<file path="src/rtl/counter_pkg.sv">
// Shared constants for the up/down counter family.
//   MODE_WRAP / MODE_SAT : behaviour when a count crosses 0 or MAX_VAL
//   DIR_UP / DIR_DN      : encodings of the updown input
package counter_pkg;

    localparam logic MODE_WRAP = 1'b0;
    localparam logic MODE_SAT  = 1'b1;

    localparam logic DIR_UP = 1'b1;
    localparam logic DIR_DN = 1'b0;

endpackage : counter_pkg

</file>
<file path="src/rtl/updown_next_calc.sv">
// Combinational next-count calculator for updown_counter_mod.
// Ports:
//   cntr    in   current (always legal, <= MAX_VAL) count
//   step    in   requested step; values above MAX_VAL are clamped to MAX_VAL
//   updown  in   DIR_UP / DIR_DN
//   mode    in   MODE_WRAP / MODE_SAT
//   nxt     out  next count
//   ovf_evt out  up-count crossed MAX_VAL
//   unf_evt out  down-count crossed 0
module updown_next_calc
    import counter_pkg::*;
#(
    parameter int                 WIDTH   = 4,
    parameter logic [WIDTH-1:0]   MAX_VAL = {WIDTH{1'b1}},
    parameter int                 STEP_W  = 2
) (
    input  logic [WIDTH-1:0]  cntr,
    input  logic [STEP_W-1:0] step,
    input  logic              updown,
    input  logic              mode,
    output logic [WIDTH-1:0]  nxt,
    output logic              ovf_evt,
    output logic              unf_evt
);

    // Modulus truncated to WIDTH bits; it is 0 for a full-range counter,
    // which still gives the right answer because the wrapped results are
    // formed modulo 2**WIDTH and always land in [0, MAX_VAL].
    localparam logic [WIDTH-1:0] MOD_W = MAX_VAL + 1'b1;

    logic [WIDTH-1:0] step_w;
    logic [WIDTH-1:0] s_eff;
    logic [WIDTH:0]   sum_ext;

    always_comb begin
        step_w  = WIDTH'(step);
        s_eff   = (step_w > MAX_VAL) ? MAX_VAL : step_w;
        // Overflow test needs the carry, so it is done one bit wider.
        sum_ext = {1'b0, cntr} + {1'b0, s_eff};

        nxt     = cntr;
        ovf_evt = 1'b0;
        unf_evt = 1'b0;

        if (updown == DIR_UP) begin
            if (sum_ext > {1'b0, MAX_VAL}) begin
                ovf_evt = 1'b1;
                nxt     = (mode == MODE_SAT) ? MAX_VAL : (cntr + s_eff - MOD_W);
            end else begin
                nxt = cntr + s_eff;
            end
        end else begin
            if (s_eff > cntr) begin
                unf_evt = 1'b1;
                nxt     = (mode == MODE_SAT) ? '0 : (cntr + MOD_W - s_eff);
            end else begin
                nxt = cntr - s_eff;
            end
        end
    end

endmodule : updown_next_calc

</file>
<file path="src/rtl/updown_counter_mod.sv">
// Parametrised up/down counter with programmable modulus, variable step,
// clamped parallel load and wrap/saturate mode.
// Ports:
//   clk     in   rising-edge clock
//   rst     in   synchronous active-high reset (highest priority)
//   en      in   count enable
//   load    in   parallel load strobe (beats en)
//   updown  in   1 = up, 0 = down
//   din     in   load value, clamped to MAX_VAL
//   step    in   step size, sampled each enabled cycle
//   cntr    out  registered count
//   at_max  out  cntr == MAX_VAL
//   at_min  out  cntr == 0
//   ovf     out  one-cycle pulse on up wrap/saturation
//   unf     out  one-cycle pulse on down wrap/saturation
module updown_counter_mod
    import counter_pkg::*;
#(
    parameter int               WIDTH    = 4,
    parameter logic [WIDTH-1:0] MAX_VAL  = {WIDTH{1'b1}},
    parameter int               STEP_W   = 2,
    parameter bit               SAT_MODE = 1'b0
) (
    input  logic              clk,
    input  logic              rst,
    input  logic              en,
    input  logic              load,
    input  logic              updown,
    input  logic [WIDTH-1:0]  din,
    input  logic [STEP_W-1:0] step,
    output logic [WIDTH-1:0]  cntr,
    output logic              at_max,
    output logic              at_min,
    output logic              ovf,
    output logic              unf
);

    localparam logic MODE = SAT_MODE ? MODE_SAT : MODE_WRAP;

    logic [WIDTH-1:0] nxt;
    logic             ovf_evt;
    logic             unf_evt;

    updown_next_calc #(
        .WIDTH   (WIDTH),
        .MAX_VAL (MAX_VAL),
        .STEP_W  (STEP_W)
    ) u_next_calc (
        .cntr    (cntr),
        .step    (step),
        .updown  (updown),
        .mode    (MODE),
        .nxt     (nxt),
        .ovf_evt (ovf_evt),
        .unf_evt (unf_evt)
    );

    always_ff @(posedge clk) begin
        if (rst) begin
            cntr <= '0;
            ovf  <= 1'b0;
            unf  <= 1'b0;
        end else if (load) begin
            cntr <= (din > MAX_VAL) ? MAX_VAL : din;
            ovf  <= 1'b0;
            unf  <= 1'b0;
        end else if (en) begin
            cntr <= nxt;
            ovf  <= ovf_evt;
            unf  <= unf_evt;
        end else begin
            ovf  <= 1'b0;
            unf  <= 1'b0;
        end
    end

    assign at_max = (cntr == MAX_VAL);
    assign at_min = (cntr == '0);

endmodule : updown_counter_mod
</file>
<file path="config.mk">
export PLATFORM = sky130hd
export DESIGN_NAME = updown_counter_mod
export DESIGN_NICKNAME = d
export VERILOG_FILES = /design/src/rtl/counter_pkg.sv /design/src/rtl/updown_next_calc.sv /design/src/rtl/updown_counter_mod.sv
export SDC_FILE = /design/constraint.sdc
export NUM_CORES = 1
export LEC_CHECK = 0
export CORE_MARGIN = 2
export CORE_UTILIZATION = 30
export DETAILED_ROUTE_END_ITERATION = 8
export DONT_BUFFER_PORTS = 1
export HOLD_SLACK_MARGIN = 0.08
export SETUP_SLACK_MARGIN = 0.5
export SLEW_MARGIN = 25
export SYNTH_ARGS = -nofsm -noshare
export SYNTH_HDL_FRONTEND = slang
export SYNTH_SLANG_ARGS = --single-unit
</file>
<file path="constraint.sdc">
create_clock -name clk -period 4.9 [get_ports clk]
set_clock_uncertainty 0.05 [all_clocks]
set_input_delay 0.735 -clock clk [delete_from_list [all_inputs] [get_ports clk]]
set_output_delay 0.735 -clock clk [all_outputs]
set_load 0.005 [all_outputs]
</file>
; ---- After elaboration in Yosys (flattened, before gate mapping)
; Index checks and enable logic that the tools add are counted.
[totals]
romBits = 0
in_bits = 11
memories = 0
latch_bits = 0
ff_bits = 6
mem_bits_rw = 0
output_inout_bits = 8
[op_classes]
eq_ne = 1
reduce_logical = 4
n_bitwise = 2
mux = 6
order_cmp = 3
n_shift = 0
n_div = 0
n_mul = 0
add_sub_neg = 3
[ops]
columns = op, n
row1 = 4-bit 2-to-1 mux, 4
row2 = 4-bit OR reduction, 2
row3 = 4-bit by 2-bit adder with 5-bit output, 1
row4 = "5-bit by 4-bit greater-than comparator with 1-bit output, second input constant", 1
row5 = 4-bit by 2-bit adder with 4-bit output, 1
row6 = "4-bit == test, second input constant", 1
row7 = 2-bit by 4-bit greater-than comparator with 1-bit output, 1
row8 = "4-bit greater-than comparator, second input constant", 1
row9 = 4-bit zero test, 1
row10 = 4-bit by 2-bit subtractor with 4-bit output, 1
row11 = 1-bit 2-to-1 mux, 2
row12 = 1-bit inverter, 2
row13 = 2-bit nonzero test, 1

; ---- Longest topological paths before layout
; Gate-level depths: netlist of the first run.
[depth]
depth_word = 4
mapped_depth = 8
ltp_nobuf = 8

; ---- By module
; Synthesis of the first run repeated with hierarchy kept, for this count alone.
[hier_totals]
cells_unflattened = 63
hier_area_um2 = 569.3
[by_module_without_submodules]
columns = mod, area_per_inst_um2, cells_each, seq_area_each_um2, instances
row1 = updown_next_calc, 300.3, 38, 0.0, 1
row2 = updown_counter_mod, 269.0, 25, 120.1, 1

; ---- Worst setup path after synthesis of the first run
; Ideal clock, no wire load.
[synth_timing]
kind = input-to-reg
startpoint = input step[1]
endpoint = register cntr[3]
stages = 5
required_ns = 4.758
arrival_ns = 1.842
setup_slack_ns = 2.916
cell_sequence = inv_1 > ha_1 > a2111o_1 > and3_1 > o32ai_1
[synth_between]
elab_chain_len = 4
elab_cells_between_ends = 5
classes_between = add/sub (2) / mux (3)
[synth_rtl]
columns = item, line
row1 = "start, declared", updown_counter_mod.sv:30  ; input logic [STEP_W-1:0] step,
row2 = 4-bit by 2-bit subtractor with 4-bit output / 4-bit by 2-bit adder with 4-bit output (equally long branches), n/a
row3 = 4-bit 2-to-1 mux (*), updown_next_calc.sv:45  ; if (updown == DIR_UP) begin
row4 = 4-bit 2-to-1 mux (*), updown_counter_mod.sv:67  ; end else if (en) begin
row5 = 4-bit 2-to-1 mux (*), updown_counter_mod.sv:63  ; end else if (load) begin
row6 = "end signal, assigned", updown_counter_mod.sv:64  ; cntr <= (din > MAX_VAL) ? MAX_VAL : din;
row7 = "end signal, assigned", updown_counter_mod.sv:68  ; cntr <= nxt;
row8 = "end, declared", updown_counter_mod.sv:31  ; output logic [WIDTH-1:0] cntr,
; Every way passes the cells marked *; elsewhere a longest branch is shown, timed or not. The select of a mux whose other input is x is not followed.
; A chain may end at the register's enable or synchronous reset.

; ---- Worst setup path after layout of the first run
[layout_timing]
startpoint = register cntr[1]
endpoint = output at_max
[layout_between]
elab_chain_len = 1
[layout_rtl]
columns = item, line
row1 = 4-bit == test, updown_counter_mod.sv:77  ; assign at_max = (cntr == MAX_VAL);
row2 = "end, declared", updown_counter_mod.sv:32  ; output logic at_max,
; Every way passes these cells.

==> flow_summary.ini, run 1 <==
[worst_hold_path]
whs_path_depth = 2
hp-class = register to register

[critical_path]
cp_num_cells = 1
cp-end-kind = output port
critical_path.max_stage_delay_ns = 0.53
reg2regPathDepth = 4
cp_num_buf_inv = 0
required_ns = 4.12
cp_cell_sequence = and4_2
crit_slowest_cell = dfxtp_1
crit_arrival_ns = 1.07
start_kind = register
regToRegSetupSlack_ns = 3.06
path_delay_family = flip-flops
worstSetupPathType = register to output port
path_max_fanout = 8

[clock_tree]
clk_latency_ns = 0.24
cts_root_buffer = clkbuf_4
cts_buffers = 3
cts_tree = yes
numClockSinks = 6
clkSlewWorstSetupHoldPaths_ns = 0.05
cts_resized = 0
htree_num_levels = 1
post_cts_buffers = 0
ctsHoldBuffers = 0
clock_path_buffers = 2

[sta]
report.final.slew_viol_count = 0
fin_hold_ws_ns = 0.474
setup_viol_count_final = 0
rsz0062_at_grt = no
postLayoutSetupSlackWorst_ns = 3.05
finalCritPeriodShare = 0.378
relSlewSlack = 0.754
hold_viol = 0
period_minus_slack_ns = 1.85
timing.fmax_ghz = 0.540
tns_ns = 0
tightest_slew_ns = 0.369

[floorplanning]
rows = 13
core_um2 = 1320
die_area_um2 = 1740
ios = 19
die_x_um = 41.8
dieHeight_um = 41.8
initial_core_util = 0.325

[detailed_routing]
routed_wl_um = 923
antenna_left = 0
wl_per_cell_um = 14.4
drcViolationCount = 0
firstDrtPassIters = 4
viasPerCell = 5.78
vias = 370
drt_iter0_drc = 15

[global_routing]
grtUsageTotal = 0.112
grt_pass1_wl_um = 1460
antenna_found_initial = 0
grt_max_degree = 10
overflow = 0
first_global_vias = 344

[job]
cap_violations = 0

[finish]
nets = 68
finish.utilization = 0.345
final_area_um2 = 454
area_growth_pct = 6.14
diodes = 0
layout.cells.non_filler = 64
drive_gt1_frac = 0.0816

[placed_design]
dp_hpwl_um = 723
dpl_cell_area_um2 = 432
place_congestion = 0.755
dp.cells = 61
pre_cts_ws_ns = 2.83
port_buffers = 0

[logic_synthesis]
yosysSeqAreaShare = 0.281
synth.top_cells.by_count = 6 x dfxtp_1, 6 x nor2_1, 5 x a21oi_1, 5 x inv_1, 4 x ha_1
ys_warn_count = 0
yosys.area.top_type = dfxtp_1
synth_nets = 65
synth-async-reset-ratio = 0
synth.area.top_cells = dfxtp_1 28%, ha_1 12%, fa_1 9.4%
ys_seq_elements = 6
ys_types = 25
synth_edf_count = 0
avgSynthCellArea_um2 = 8.91
synth_top_area_frac = 0.281
syn_inst = 48
syn_area_um2 = 428
synth-main-ff-cell = dfxtp_1

[pwr]
p_int_mw = 0.0903
p_leak_nw = 0.186
p_switching_mw = 0.0336
peakVddDrop_v = 0.000138
combPwrFrac = 0.168
p_total_mw = 0.124
pwr-share-seq = 0.467
switching_share = 0.271
p_per_area_nw_per_um2 = 273
clkPwrFrac = 0.365

[run_status]
status = completed
kinds of logic (layout without fill, tap and decap cells):
kind of cell	count (synthesis)	count (layout)	synth area share
adders and majority gates	6	6	0.211
DFF	6	6	0.281
muxes	1	1	0.0234
AOI/OAI and AO/OA	12	12	0.187
xor gates and xnor gates	1	1	0.0205
buffers and inverters	7	8	0.0789
and+or+nand+nor	15	15	0.199
power by group through the flow:
stage	combinational, mW	sequential, mW	clock (mW)
detailed placement	0.0205	0.0589	0
finish	0.0208	0.0579	0.0452
global placement	0.0199	0.0590	0
global route	0.0240	0.0588	0.0483
CTS	0.0207	0.0581	0.0465
floorplan	0.0202	0.0564	0
sequential cells by signal, indices dropped and copies added, names as in the netlist:
signal and flops:
cntr 4, ovf 1, unf 1
worst paths after layout:
kind	startpoint	to
max	cntr[1]	at_max
min	cntr[3]	ovf
max reg2reg	cntr[1]	cntr[3]
min reg2reg	cntr[3]	ovf
per-layer routing:
| metal | GRT usage | wire [um] | part of all wire |
|---|---|---|---|
| met1 | 0.145 | 442 | 0.48 |
| met2 | 0.153 | 360 | 0.39 |
| met3 | 0.0783 | 120 | 0.13 |
| met4 | 0.0194 | 0 | 0 |
| met5 | 0 | 0 | 0 |
area by class of cell:
class,instances,area (um2)
fillers,141,863
multi-input cells,35,274
flip-flops and latches,6,120
clock buffers,3,22.5
inverters,5,18.8
well taps,15,18.8
cells in the final DEF (no fill, tap or decap):
cell type / n
and4_2: 1
xnor2_1: 1
nand3_1: 1
mux2i_1: 1
a2111o_1: 1
nor3_1: 1
nor4_1: 1
o211ai_1: 1
nor2_1: 6
nor4b_1: 1
o21ai_1: 1
a21oi_1: 5
ha_1: 4
and3_1: 1
clkbuf_4: 3
or3b_1: 1
o21a_1: 1
inv_1: 5
a211oi_1: 2
o32ai_1: 1
nor2b_1: 1
fa_1: 2
and2_1: 1
dfxtp_1: 6
tightest hold or removal path, stage by stage, from the launching register on:
cell	delay, ns
dfxtp_1	0.35
nand3_1	0.09
nor2_1	0.04
Power figures use the tool's default switching activity.
==> inputs of run 2 (changes only) <==
- clock period: 4.9 -> 1.75 ns (I/O delays scaled with it)
==> flow_summary.ini, run 2 (synthesis gave the netlist of run 1 again) <==
[critical_path]
cp-end-kind = register
timing.rr.start = cntr[0]
path_max_fanout = 6
start_kind = register
reg2regPathDepth = 8
rr_endpoint = cntr[1]
worstSetupPathType = register to register
required_ns = 1.88
crit_arrival_ns = 1.80
regToRegSetupSlack_ns = 0.09

[placed_design]
place_congestion = 0.762
port_buffers = 0
dpl_cell_area_um2 = 485
pre_cts_ws_ns = 0.108
dp_hpwl_um = 751

[detailed_routing]
vias = 355
drcViolationCount = 0
drt_iter0_drc = 11
antenna_left = 0
wl_per_cell_um = 14.0
firstDrtPassIters = 4
viasPerCell = 5.30
routed_wl_um = 936

[finish]
fillerInstances = 132
reg.largest.list = cntr: 4 flops, ovf: 1 flops, unf: 1 flops
layout_common_cells = 5 x nor2_1, 5 x a21oi_1
area_growth_pct = 31.9
nets = 70
regMostFlops = cntr
diodes = 0
final_area_um2 = 564
finish.utilization = 0.428
drive_gt1_frac = 0.404
largest_register_ffs = 4
multiInputGateArea_um2 = 350
regArea_um2 = 133

[global_routing]
antenna_found_initial = 0
grtUsageTotal = 0.116
overflow = 0
first_global_vias = 326
grt_pass1_wl_um = 1490
grt_max_degree = 10

[worst_hold_path]
hp-class = primary input to register
whs_path_depth = 1
hp-start = rst
worstHoldEndpoint = cntr[1]

[sta]
fin_hold_ws_ns = 0.0203
finalCritPeriodShare = 0.950
tns_ns = 0
tightest_slew_ns = 0.450
rsz0062_at_grt = yes
period_minus_slack_ns = 1.66
setup_viol_count_final = 0
report.final.slew_viol_count = 0
timing.fmax_ghz = 0.601
postLayoutSetupSlackWorst_ns = 0.0869
hold_viol = 0
relSlewSlack = 0.698

[clock_tree]
clock_path_buffers = 2
clkSlewWorstSetupHoldPaths_ns = 0.05
cts_tree = yes
numClockSinks = 6
cts_root_buffer = clkbuf_4
cts_buffers = 3
clk_latency_ns = 0.25
ctsHoldBuffers = 1
htree_num_levels = 1

[floorplanning]
dieHeight_um = 41.8
die_area_um2 = 1740
rows = 13
die_x_um = 41.8
initial_core_util = 0.325
core_um2 = 1320
ios = 19

[pwr]
p_per_area_nw_per_um2 = 674
p_leak_nw = 0.204
peakVddDrop_v = 0.000379

[job]
cap_violations = 0

[run_status]
status = completed
## run 2: cell count changes in the layout (fill, tap and decap cells not counted), sizes merged
cell / delta
buf: +1
clkbuf: +1
dlygate4sd3: +1
## run 2: through the flow
step | power [mW] | instances
after floorplan | 0.223 | 48
after global placement | 0.233 | 61
after detailed placement | 0.235 | 61
after CTS | 0.386 | 67
after global routing | 0.408 | 67
final | 0.381 | 67
## run 2: cell type report
cell class	instances	area share
repair buffers	2	0.0310
flip-flops and latches	6	0.235
clock buffers	4	0.0466
well taps	15	0.0333
inverters	5	0.0333
multi-input cells	35	0.621
## run 2: power breakdown
part	switching, mW	internal, mW
clock	0.0491	0.0863
combinational	0.0349	0.0439
sequential	0.0210	0.145
## run 2: per-layer routing
layer / up-vias / share of wire / track usage
met3: 0 / 0.13 / 0.0957
met1: 158 / 0.45 / 0.142
met4: 0 / 0 / 0
met2: 21 / 0.42 / 0.166
li1: 176 / - / -
met5: - / 0 / 0
## run 2: worst max-delay path, stage by stage, from the launching register on
cell      delay (ns)
dfxtp_4         0.37
inv_2           0.07
ha_4            0.11
inv_2           0.03
fa_1            0.49
mux2i_1         0.08
a211oi_1        0.25
a21oi_1         0.06
nor2_1          0.08
## run 2: worst max-delay path by stage
stage	startpoint	end	slack, ns	cells past startpoint
CTS	cntr[0]	cntr[1]	0.09	8
finish	cntr[0]	cntr[1]	0.09	8
global route	cntr[0]	cntr[1]	0.02	8
detailed placement	cntr[0]	cntr[1]	0.11	8
floorplan	cntr[0]	cntr[2]	0.23	8
global placement	cntr[0]	cntr[1]	0.12	8
## run 2: what timing repair did
item | CTS | global route
hold endpoints to repair | 4 | 3
resized for setup | 8 | 1
setup endpoints to repair | 7 | 7
setup buffers | 1 | 0
pin swaps | 2 | 3
